==> src/rtl/fpadd_sched.sv <==
// fpadd_sched: shares one fixed-latency pipelined FP adder between NREQ
// requesters. Round-robin grant, at most one issue per cycle, a one-hot tag
// pipeline that steers each result and its flags back to its issuer, and a
// drain/idle handshake for quiescing the adder.
//
// Ports:
//   clk_i, reset_i          clock, synchronous active-high reset
//   req_valid_i/req_ready_o per-requester handshake (ready is a one-hot grant)
//   req_a_i/req_b_i/req_op_i per-requester operands (packed i*W +: W) and effop
//   add_start_o/add_a_o/add_b_o/add_op_o  registered issue to the adder
//   add_sum_i/add_flags_i/add_done_i      adder result, LAT cycles after start
//   rsp_valid_o/rsp_data_o/rsp_flags_o    one-hot result strobe plus result
//   drain_i/idle_o          stop granting / pipeline empty while draining
//   tag_err_o               sticky: adder done strobe out of step with the tags
//
// Optional build macro FPADD_SCHED_STATS_EN adds stat_clr_i and stat_grants_o
// (one 16-bit saturating grant counter per requester).

`ifdef FPADD_SCHED_STATS_EN
module fpadd_sched_statcnt (
  input  logic        clk_i,
  input  logic        reset_i,
  input  logic        clr_i,
  input  logic        inc_i,
  output logic [15:0] cnt_o
);
  logic [15:0] cnt_q;

  // clear wins over a same-cycle increment; saturate at all-ones
  always_ff @(posedge clk_i) begin
    if (reset_i || clr_i)                 cnt_q <= '0;
    else if (inc_i && cnt_q != 16'hFFFF)  cnt_q <= cnt_q + 16'd1;
  end

  assign cnt_o = cnt_q;
endmodule
`endif

module fpadd_sched #(
  parameter int NREQ = 4,
  parameter int LAT  = 3,
  parameter int W    = 32,
  parameter int FW   = 5
) (
`ifdef FPADD_SCHED_STATS_EN
  input  logic                 stat_clr_i,
  output logic [NREQ*16-1:0]   stat_grants_o,
`endif
  input  logic                 clk_i,
  input  logic                 reset_i,
  input  logic [NREQ-1:0]      req_valid_i,
  output logic [NREQ-1:0]      req_ready_o,
  input  logic [NREQ*W-1:0]    req_a_i,
  input  logic [NREQ*W-1:0]    req_b_i,
  input  logic [NREQ-1:0]      req_op_i,
  output logic                 add_start_o,
  output logic [W-1:0]         add_a_o,
  output logic [W-1:0]         add_b_o,
  output logic                 add_op_o,
  input  logic [W-1:0]         add_sum_i,
  input  logic [FW-1:0]        add_flags_i,
  input  logic                 add_done_i,
  output logic [NREQ-1:0]      rsp_valid_o,
  output logic [W-1:0]         rsp_data_o,
  output logic [FW-1:0]        rsp_flags_o,
  input  logic                 drain_i,
  output logic                 idle_o,
  output logic                 tag_err_o
);
  localparam int PW = $clog2(NREQ);
  localparam int CW = $clog2(LAT + 2);

  typedef enum logic [1:0] {S_RUN, S_DRAIN, S_IDLE} state_e;

  state_e                   state_q;
  logic                     idle_q;
  logic [PW-1:0]            ptr_q;
  logic [CW-1:0]            cnt_q, cnt_d;
  // tag pipe: stage 0 lines up with add_start, stage LAT with add_done
  logic [LAT:0]             vld_pipe_q;
  logic [LAT:0][NREQ-1:0]   tag_pipe_q;

  logic                     add_start_q, add_op_q, tag_err_q;
  logic [W-1:0]             add_a_q, add_b_q, rsp_data_q;
  logic [NREQ-1:0]          rsp_valid_q;
  logic [FW-1:0]            rsp_flags_q;

  logic [NREQ-1:0]          gnt;
  logic [PW-1:0]            gnt_idx;
  logic                     gnt_any;
  logic                     done_ok;
  int                       idx;

  // Round-robin search upward from ptr. drain_i gates directly so a request
  // in the cycle drain rises is never granted.
  always_comb begin
    gnt     = '0;
    gnt_idx = '0;
    gnt_any = 1'b0;
    idx     = 0;
    if (state_q == S_RUN && !drain_i) begin
      for (int k = 0; k < NREQ; k++) begin
        idx = (int'(ptr_q) + k) % NREQ;
        if (!gnt_any && req_valid_i[idx]) begin
          gnt_any      = 1'b1;
          gnt[idx]     = 1'b1;
          gnt_idx      = PW'(idx);
        end
      end
    end
  end

  assign req_ready_o = gnt;
  assign done_ok     = add_done_i & vld_pipe_q[LAT];

  always_comb begin
    cnt_d = cnt_q;
    if (gnt_any && !done_ok)      cnt_d = cnt_q + CW'(1);
    else if (!gnt_any && done_ok) cnt_d = cnt_q - CW'(1);
  end

  // issue, tag pipe, return path
  always_ff @(posedge clk_i) begin
    if (reset_i) begin
      ptr_q       <= '0;
      cnt_q       <= '0;
      vld_pipe_q  <= '0;
      tag_pipe_q  <= '0;
      add_start_q <= 1'b0;
      add_a_q     <= '0;
      add_b_q     <= '0;
      add_op_q    <= 1'b0;
      rsp_valid_q <= '0;
      rsp_data_q  <= '0;
      rsp_flags_q <= '0;
      tag_err_q   <= 1'b0;
    end else begin
      add_start_q <= gnt_any;
      if (gnt_any) begin
        add_a_q  <= req_a_i[gnt_idx*W +: W];
        add_b_q  <= req_b_i[gnt_idx*W +: W];
        add_op_q <= req_op_i[gnt_idx];
        ptr_q    <= (gnt_idx == PW'(NREQ-1)) ? '0 : gnt_idx + PW'(1);
      end
      // the entry at depth LAT falls off the end whether consumed or dropped
      vld_pipe_q  <= {vld_pipe_q[LAT-1:0], gnt_any};
      tag_pipe_q  <= {tag_pipe_q[LAT-1:0], gnt};
      cnt_q       <= cnt_d;
      rsp_valid_q <= done_ok ? tag_pipe_q[LAT] : '0;
      if (done_ok) begin
        rsp_data_q  <= add_sum_i;
        rsp_flags_q <= add_flags_i;
      end
      // done without a tag, or a tag without done
      if (add_done_i != vld_pipe_q[LAT]) tag_err_q <= 1'b1;
    end
  end

  // drain/quiesce state machine with registered idle
  always_ff @(posedge clk_i) begin
    if (reset_i) begin
      state_q <= S_RUN;
      idle_q  <= 1'b0;
    end else begin
      case (state_q)
        S_RUN: begin
          if (drain_i) state_q <= S_DRAIN;
          idle_q <= 1'b0;
        end
        S_DRAIN: begin
          if (!drain_i) begin
            state_q <= S_RUN;
            idle_q  <= 1'b0;
          end else if (cnt_q == '0 && vld_pipe_q == '0) begin
            state_q <= S_IDLE;
            idle_q  <= 1'b1;
          end else begin
            idle_q  <= 1'b0;
          end
        end
        S_IDLE: begin
          if (!drain_i) begin
            state_q <= S_RUN;
            idle_q  <= 1'b0;
          end else begin
            idle_q  <= 1'b1;
          end
        end
        default: begin
          state_q <= S_RUN;
          idle_q  <= 1'b0;
        end
      endcase
    end
  end

  assign add_start_o = add_start_q;
  assign add_a_o     = add_a_q;
  assign add_b_o     = add_b_q;
  assign add_op_o    = add_op_q;
  assign rsp_valid_o = rsp_valid_q;
  assign rsp_data_o  = rsp_data_q;
  assign rsp_flags_o = rsp_flags_q;
  assign idle_o      = idle_q;
  assign tag_err_o   = tag_err_q;

`ifdef FPADD_SCHED_STATS_EN
  for (genvar i = 0; i < NREQ; i++) begin : g_stat
    fpadd_sched_statcnt u_cnt (
      .clk_i   (clk_i),
      .reset_i (reset_i),
      .clr_i   (stat_clr_i),
      .inc_i   (gnt[i]),
      .cnt_o   (stat_grants_o[i*16 +: 16])
    );
  end
`endif

endmodule

==> config.mk <==
export PLATFORM = sky130hd
export DESIGN_NAME = fpadd_sched
export DESIGN_NICKNAME = d
export VERILOG_FILES = /design/src/rtl/fpadd_sched.sv
export SDC_FILE = /design/constraint.sdc
export NUM_CORES = 1
export LEC_CHECK = 0
export CORE_AREA = 2 2 164 166
export CTS_CLUSTER_DIAMETER = 80
export DETAILED_ROUTE_END_ITERATION = 10
export DIE_AREA = 0 0 166 168
export PLACE_DENSITY_LB_ADDON = 0.05
export SYNTH_ARGS = -nofsm -noshare
export SYNTH_HDL_FRONTEND = slang
export SYNTH_SLANG_ARGS = --single-unit
==> constraint.sdc <==
create_clock -name clk_i -period 4.75 [get_ports clk_i]
set_input_delay 1.1875 -clock clk_i [delete_from_list [all_inputs] [get_ports clk_i]]
set_output_delay 1.1875 -clock clk_i [all_outputs]
set_load 0.05 [all_outputs]
## After elaboration in Yosys (flattened, before gate mapping)

Index checks and enable logic that the tools add are counted.

- Bits in read-only memories: 0
- Memories: 0
- Logic and storage cells: 129
- Bits in registers: 136
- Output and inout port bits: 113
- Bits of input ports: 305
- Bits in latches: 0
- RAM bits: 0

- Multipliers: 0
- Divide/modulo/power cells: 0
- $lt $le $gt $ge: 9
- Multiplexer cells: 54
- Equal/unequal tests: 7
- Reductions and logical operators: 26
- Add/subtract/negate cells: 6
- Shifts and indexed selects: 2
- Bitwise logic cells: 8

Operators by type and width:

| kind | count |
|---|---|
| variable part select 128 x 8 -> 32 bit | 2 |
| 2-to-1 mux 4 bit | 8 |
| 2-to-1 mux 1 bit | 23 |
| 2-to-1 mux 2 bit | 10 |
| < comparator 3 x 4 -> 1 bit, second input constant | 3 |
| bitwise OR 4 bit | 3 |
| logical AND 1 bit | 11 |
| binary-select mux 1 bit (select 2 bit) | 5 |
| >= comparator 3 x 1 -> 1 bit, second input constant | 3 |
| demux 1 bit (select 2 bit) | 4 |
| OR reduction 2 bit | 4 |
| logical NOT 1 bit | 6 |
| < comparator 2 x 3 -> 1 bit, second input constant | 2 |
| 2-to-1 mux 3 bit | 2 |
| one-hot mux 2 bit (3 select lines) | 1 |
| adder 2 x 1 -> 2 bit, second input constant | 2 |
| adder 2 bit, second input constant | 2 |
| == test 2 bit, second input constant | 2 |
| logical NOT 4 bit | 1 |
| != test 2 bit, second input constant | 2 |
| adder 3 x 1 -> 3 bit, second input constant | 1 |
| bitwise AND 1 bit, first input constant | 3 |
| logical NOT 3 bit | 1 |
| != test 3 bit, second input constant | 1 |
| 10 further kinds | 10 |

## Logic depth before layout (Yosys ltp)

- Depth after elaboration: 21
- Mapped depth: 14

## Worst setup path before layout

No wires, ideal clock.

- Path type: input port to output port
- Start point: input req_valid_i[1]
- End point: output req_ready_o[0]
- Setup slack: 0.275 ns
- Arrival: 3.287 ns
- Cell stages on the path: 7
- Cell sequence: buf_2 mux4_2 nor2b_1 buf_2 a22oi_1 or2_2 a31oi_1

- Cells in the longest elaborated chain, start to end: 16
- Elaborated cells on any way between the ends: 34
- Classes of those cells: mux: 25; bitwise: 3; reduce/logical: 6

Ends and longest elaborated chain:

| item | RTL line | RTL |
|---|---|---|
| from (decl) | 51 | `input logic [NREQ-1:0] req_valid_i,` |
| binary-select mux 1 bit (select 2 bit) | 104 | `if (!gnt_any && req_valid_i[idx]) begin` |
| 2-to-1 mux 1 bit (implied by the code) | 104 |  |
| 2-to-1 mux 1 bit | 104 |  |
| 2-to-1 mux 1 bit | 101 | `if (state_q == S_RUN && !drain_i) begin` |
| logical NOT 1 bit | 104 |  |
| logical AND 1 bit | 104 |  |
| 2-to-1 mux 1 bit | 104 |  |
| 2-to-1 mux 1 bit | 101 |  |
| logical NOT 1 bit | 104 |  |
| logical AND 1 bit | 104 |  |
| 2-to-1 mux 1 bit | 104 |  |
| 2-to-1 mux 1 bit | 101 |  |
| logical NOT 1 bit | 104 |  |
| logical AND 1 bit | 104 |  |
| 2-to-1 mux 4 bit (*) | 104 |  |
| 2-to-1 mux 4 bit (*) | 101 |  |
| to (decl) | 52 | `output logic [NREQ-1:0] req_ready_o,` |

Every way passes the cells marked *; elsewhere a longest branch is shown, timed or not. The select of a mux whose other input is x is not followed.

## Worst setup path in the final report

- Start point: input req_valid_i[2]
- End point: output req_ready_o[0]

The elaborated chain is that of the path after synthesis.

==> impl_metrics.ini <==
[sta]
rsz0062_at_grt = no
hold_violations = 0
setup_tns_ps = 0
worst_slack_ps = 142
worst_hold_slack_ps = 424
setup_violations = 0
fin_crit_ps = 4610
fmax_mhz = 217
slew_violations = 0
fin_skew_ps = 16.2
fin_crit_sh = 0.970
tightest_slew_ps = 741
relSlewSlack = 0.503

[layout]
syn_to_final_growth_pct = 76.6
drive_gt1_frac = 0.0750
layout.nets = 1455
multi_input_area_um2 = 3820
fillCellCount = 2581
regArea_um2 = 2700
fin_util = 0.458
finalNonFillerCells = 1492

[placement]
place_ws_ps = 58.1
finalWeightedCongestion = 0.800
dp_hpwl_um = 21900
dp_cells = 1457
port-buffer-count = 417

[clocking]
insertion_delay_ps = 420
cts_buffers = 17
cts_max_level = 4
cts_sinks = 135
cts_max_path_buffers = 2
clk_pin_slew_ps = 60
cts_setup_buffers = 0
cts_tree = yes
cts_resized = 0
hold_buffers = 0
cts_root_buf = clkbuf_16

[synthesis]
synth_top_area_frac = 0.396
ys_ff_latch = 135
ys_top_cells_by_area = dfxtp_1 (40%), mux2i_1 (12%), o221ai_1 (6.7%)
ys_warn_count = 0
syn_inst = 741
syn-num-nets = 1061
synth_cell_types = 50
ys_seq_area_frac = 0.396
syn_avg_cell_area_um2 = 9.22
syn-cell-area_um2 = 6830
yosysTopAreaCell = dfxtp_1
synth_edf_count = 0
synth-main-ff-cell = dfxtp_1
async_flop_share = 0

[job]
max_cap_violations = 0

[global_route]
grt.overflow.total = 0
grt_first_pass_wirelength_um = 44100
grt_max_degree = 69
busiest_layer = met2
grt_pass1_vias = 7236
track_usage = 0.206
grt.met2_usage = 0.362
antenna_found_initial = 5
grt.met1_usage = 0.240
grt_util_met3 = 0.0614

[setup_path]
r2r_setup_slack_ps = 1320
cp_slowest_cell = clkdlybuf4s50_1
r2r-start = ptr_q[1]
cp_slowest_stage_delay_ps = 550
critPathMaxFanout = 8
ff2ff_path_depth = 10
crit_chain = clkdlybuf4s50_1 > mux4_2 > nor2b_2 > a22oi_1 > or2_2 > a31oi_1 > buf_12
endpoint_kind = primary output
crit_family = buffers and inverters
arrival_ps = 3420
crit_buf_inv = 2
r2r-end = add_a_o[16]
critical_path_class = in2out
startpoint_type = primary input
worstPathRequired_ps = 3560

[hold_path]
min_from = tag_pipe_q[13]
holdPathStages = 1
hold_path_class = reg2reg
min_to = rsp_valid_o[1]

[run_status]
status = finished, final reports clean

[pwr]
ir_drop_mv = 0.206
p_per_area_nw_per_um2 = 385
p_leak_uw = 0.00453

[detailed_routing]
num_vias = 7263
via_per_inst = 4.87
first_iter_violations = 328
drc = 0
detail-route-antenna-nets = 0
wl_per_cell_um = 19.9
drt-total-wl_um = 29700
drt_pass1_iterations = 4

[die]
start_util = 0.259
die_area_um2 = 27900
io_pins = 418
core-area_um2 = 26400
die_h_um = 168
placementRows = 60
dieWidth_um = 166
[how the worst max path moves through the flow]
| stage | start | endpoint | slack (ps) | depth (start not counted) |
|---|---|---|---|---|
| finish | req_valid_i[2] | req_ready_o[0] | 140 | 7 |
| detailed placement | req_valid_i[2] | req_ready_o[0] | 60 | 7 |
| CTS | req_valid_i[2] | req_ready_o[0] | 30 | 7 |
| floorplan | req_valid_i[1] | req_ready_o[0] | 280 | 7 |
| global placement | req_valid_i[2] | req_ready_o[3] | 80 | 7 |
| global route | req_valid_i[2] | req_ready_o[3] | 80 | 7 |
[layer usage]
| metal | part of all wire | vias up |
|---|---|---|
| li1 | - | 3551 |
| met1 | 0.41 | 3399 |
| met2 | 0.50 | 277 |
| met3 | 0.071 | 34 |
| met4 | 0.022 | 2 |
| met5 | 0.00044 | - |
[cells in the final DEF, fill, tap and decap left out, types with 2 or more instances in the layout]
cell type	instances
or2_2	5
buf_4	23
nand2b_1	2
a31oi_1	5
buf_12	8
inv_1	10
a21oi_1	30
ha_1	13
a311oi_1	4
mux2i_1	83
clkinv_2	3
dfxtp_1	135
mux2_2	4
diode_2	4
xor2_1	2
a22oi_1	5
mux4_2	2
o211ai_1	31
and2_1	4
o221ai_1	52
clkdlybuf4s50_1	412
nor2b_1	16
clkinv_4	4
nor2_1	58
nand3_1	27
nor2_4	2
o21ai_0	30
mux2_1	21
nand2_1	57
nor3_1	15
a221o_1	24
inv_6	3
o21a_1	11
clkbuf_16	17
bufinv_16	3
[metrics by stage]
step / area, um^2 / total power [uW]
floorplan: 6830 / 2490
global placement: 11400 / 3290
detailed placement: 11400 / 3290
CTS: 12000 / 4710
global route: 12100 / 4890
finish: 12100 / 4650
[flip-flops by register name (all words and copies together), names as in the netlist, 3 cells and up]
name,cells
vld_pipe_q,4
rsp_valid_o,4
tag_pipe_q,16
rsp_flags_o,5
cnt_q,3
add_b_o,32
rsp_data_o,32
add_a_o,32
[final cells by class]
type                            instances  area share
Inverter                               10     0.00311
Multi-Input combinational cell        527       0.317
Sequential cell                       135       0.224
Clock buffer                           17      0.0353
Timing Repair Buffer                  444       0.370
Tap cell                              341      0.0354
Antenna cell                            4    0.000830
Clock inverter                         14      0.0144
[cell usage after synthesis, types with 7 or more instances]
library cell / count
nor2b_1: 17
inv_1: 10
buf_1: 7
ha_1: 14
dfxtp_1: 135
nor2_1: 59
a221o_1: 24
o21a_1: 11
nand2_1: 57
nor3_1: 16
nand3_1: 27
buf_2: 7
o211ai_1: 31
mux2i_1: 83
o21ai_0: 30
clkbuf_1: 48
mux2_1: 21
a21oi_1: 30
o221ai_1: 52
[logic make-up after synthesis]
| kind of cell | count (synthesis) | share of synthesized area |
|---|---|---|
| buffers and inverters | 79 | 0.0496 |
| adder cells (fa/ha/maj) | 15 | 0.0286 |
| XOR/XNOR | 3 | 0.00385 |
| multiplexers | 110 | 0.169 |
| AND/OR/NAND/NOR | 199 | 0.136 |
| flip-flops | 135 | 0.396 |
| AO/OA/AOI/OAI | 200 | 0.217 |
[power breakdown]
group          total (uW)  internal [uW]  switching (uW)
sequential           1340           1270            75.6
combinational        1920            795            1120
clock                1390            830             559
total                4650           2890            1760
Note: power is estimated with default switching activity, not from simulation.
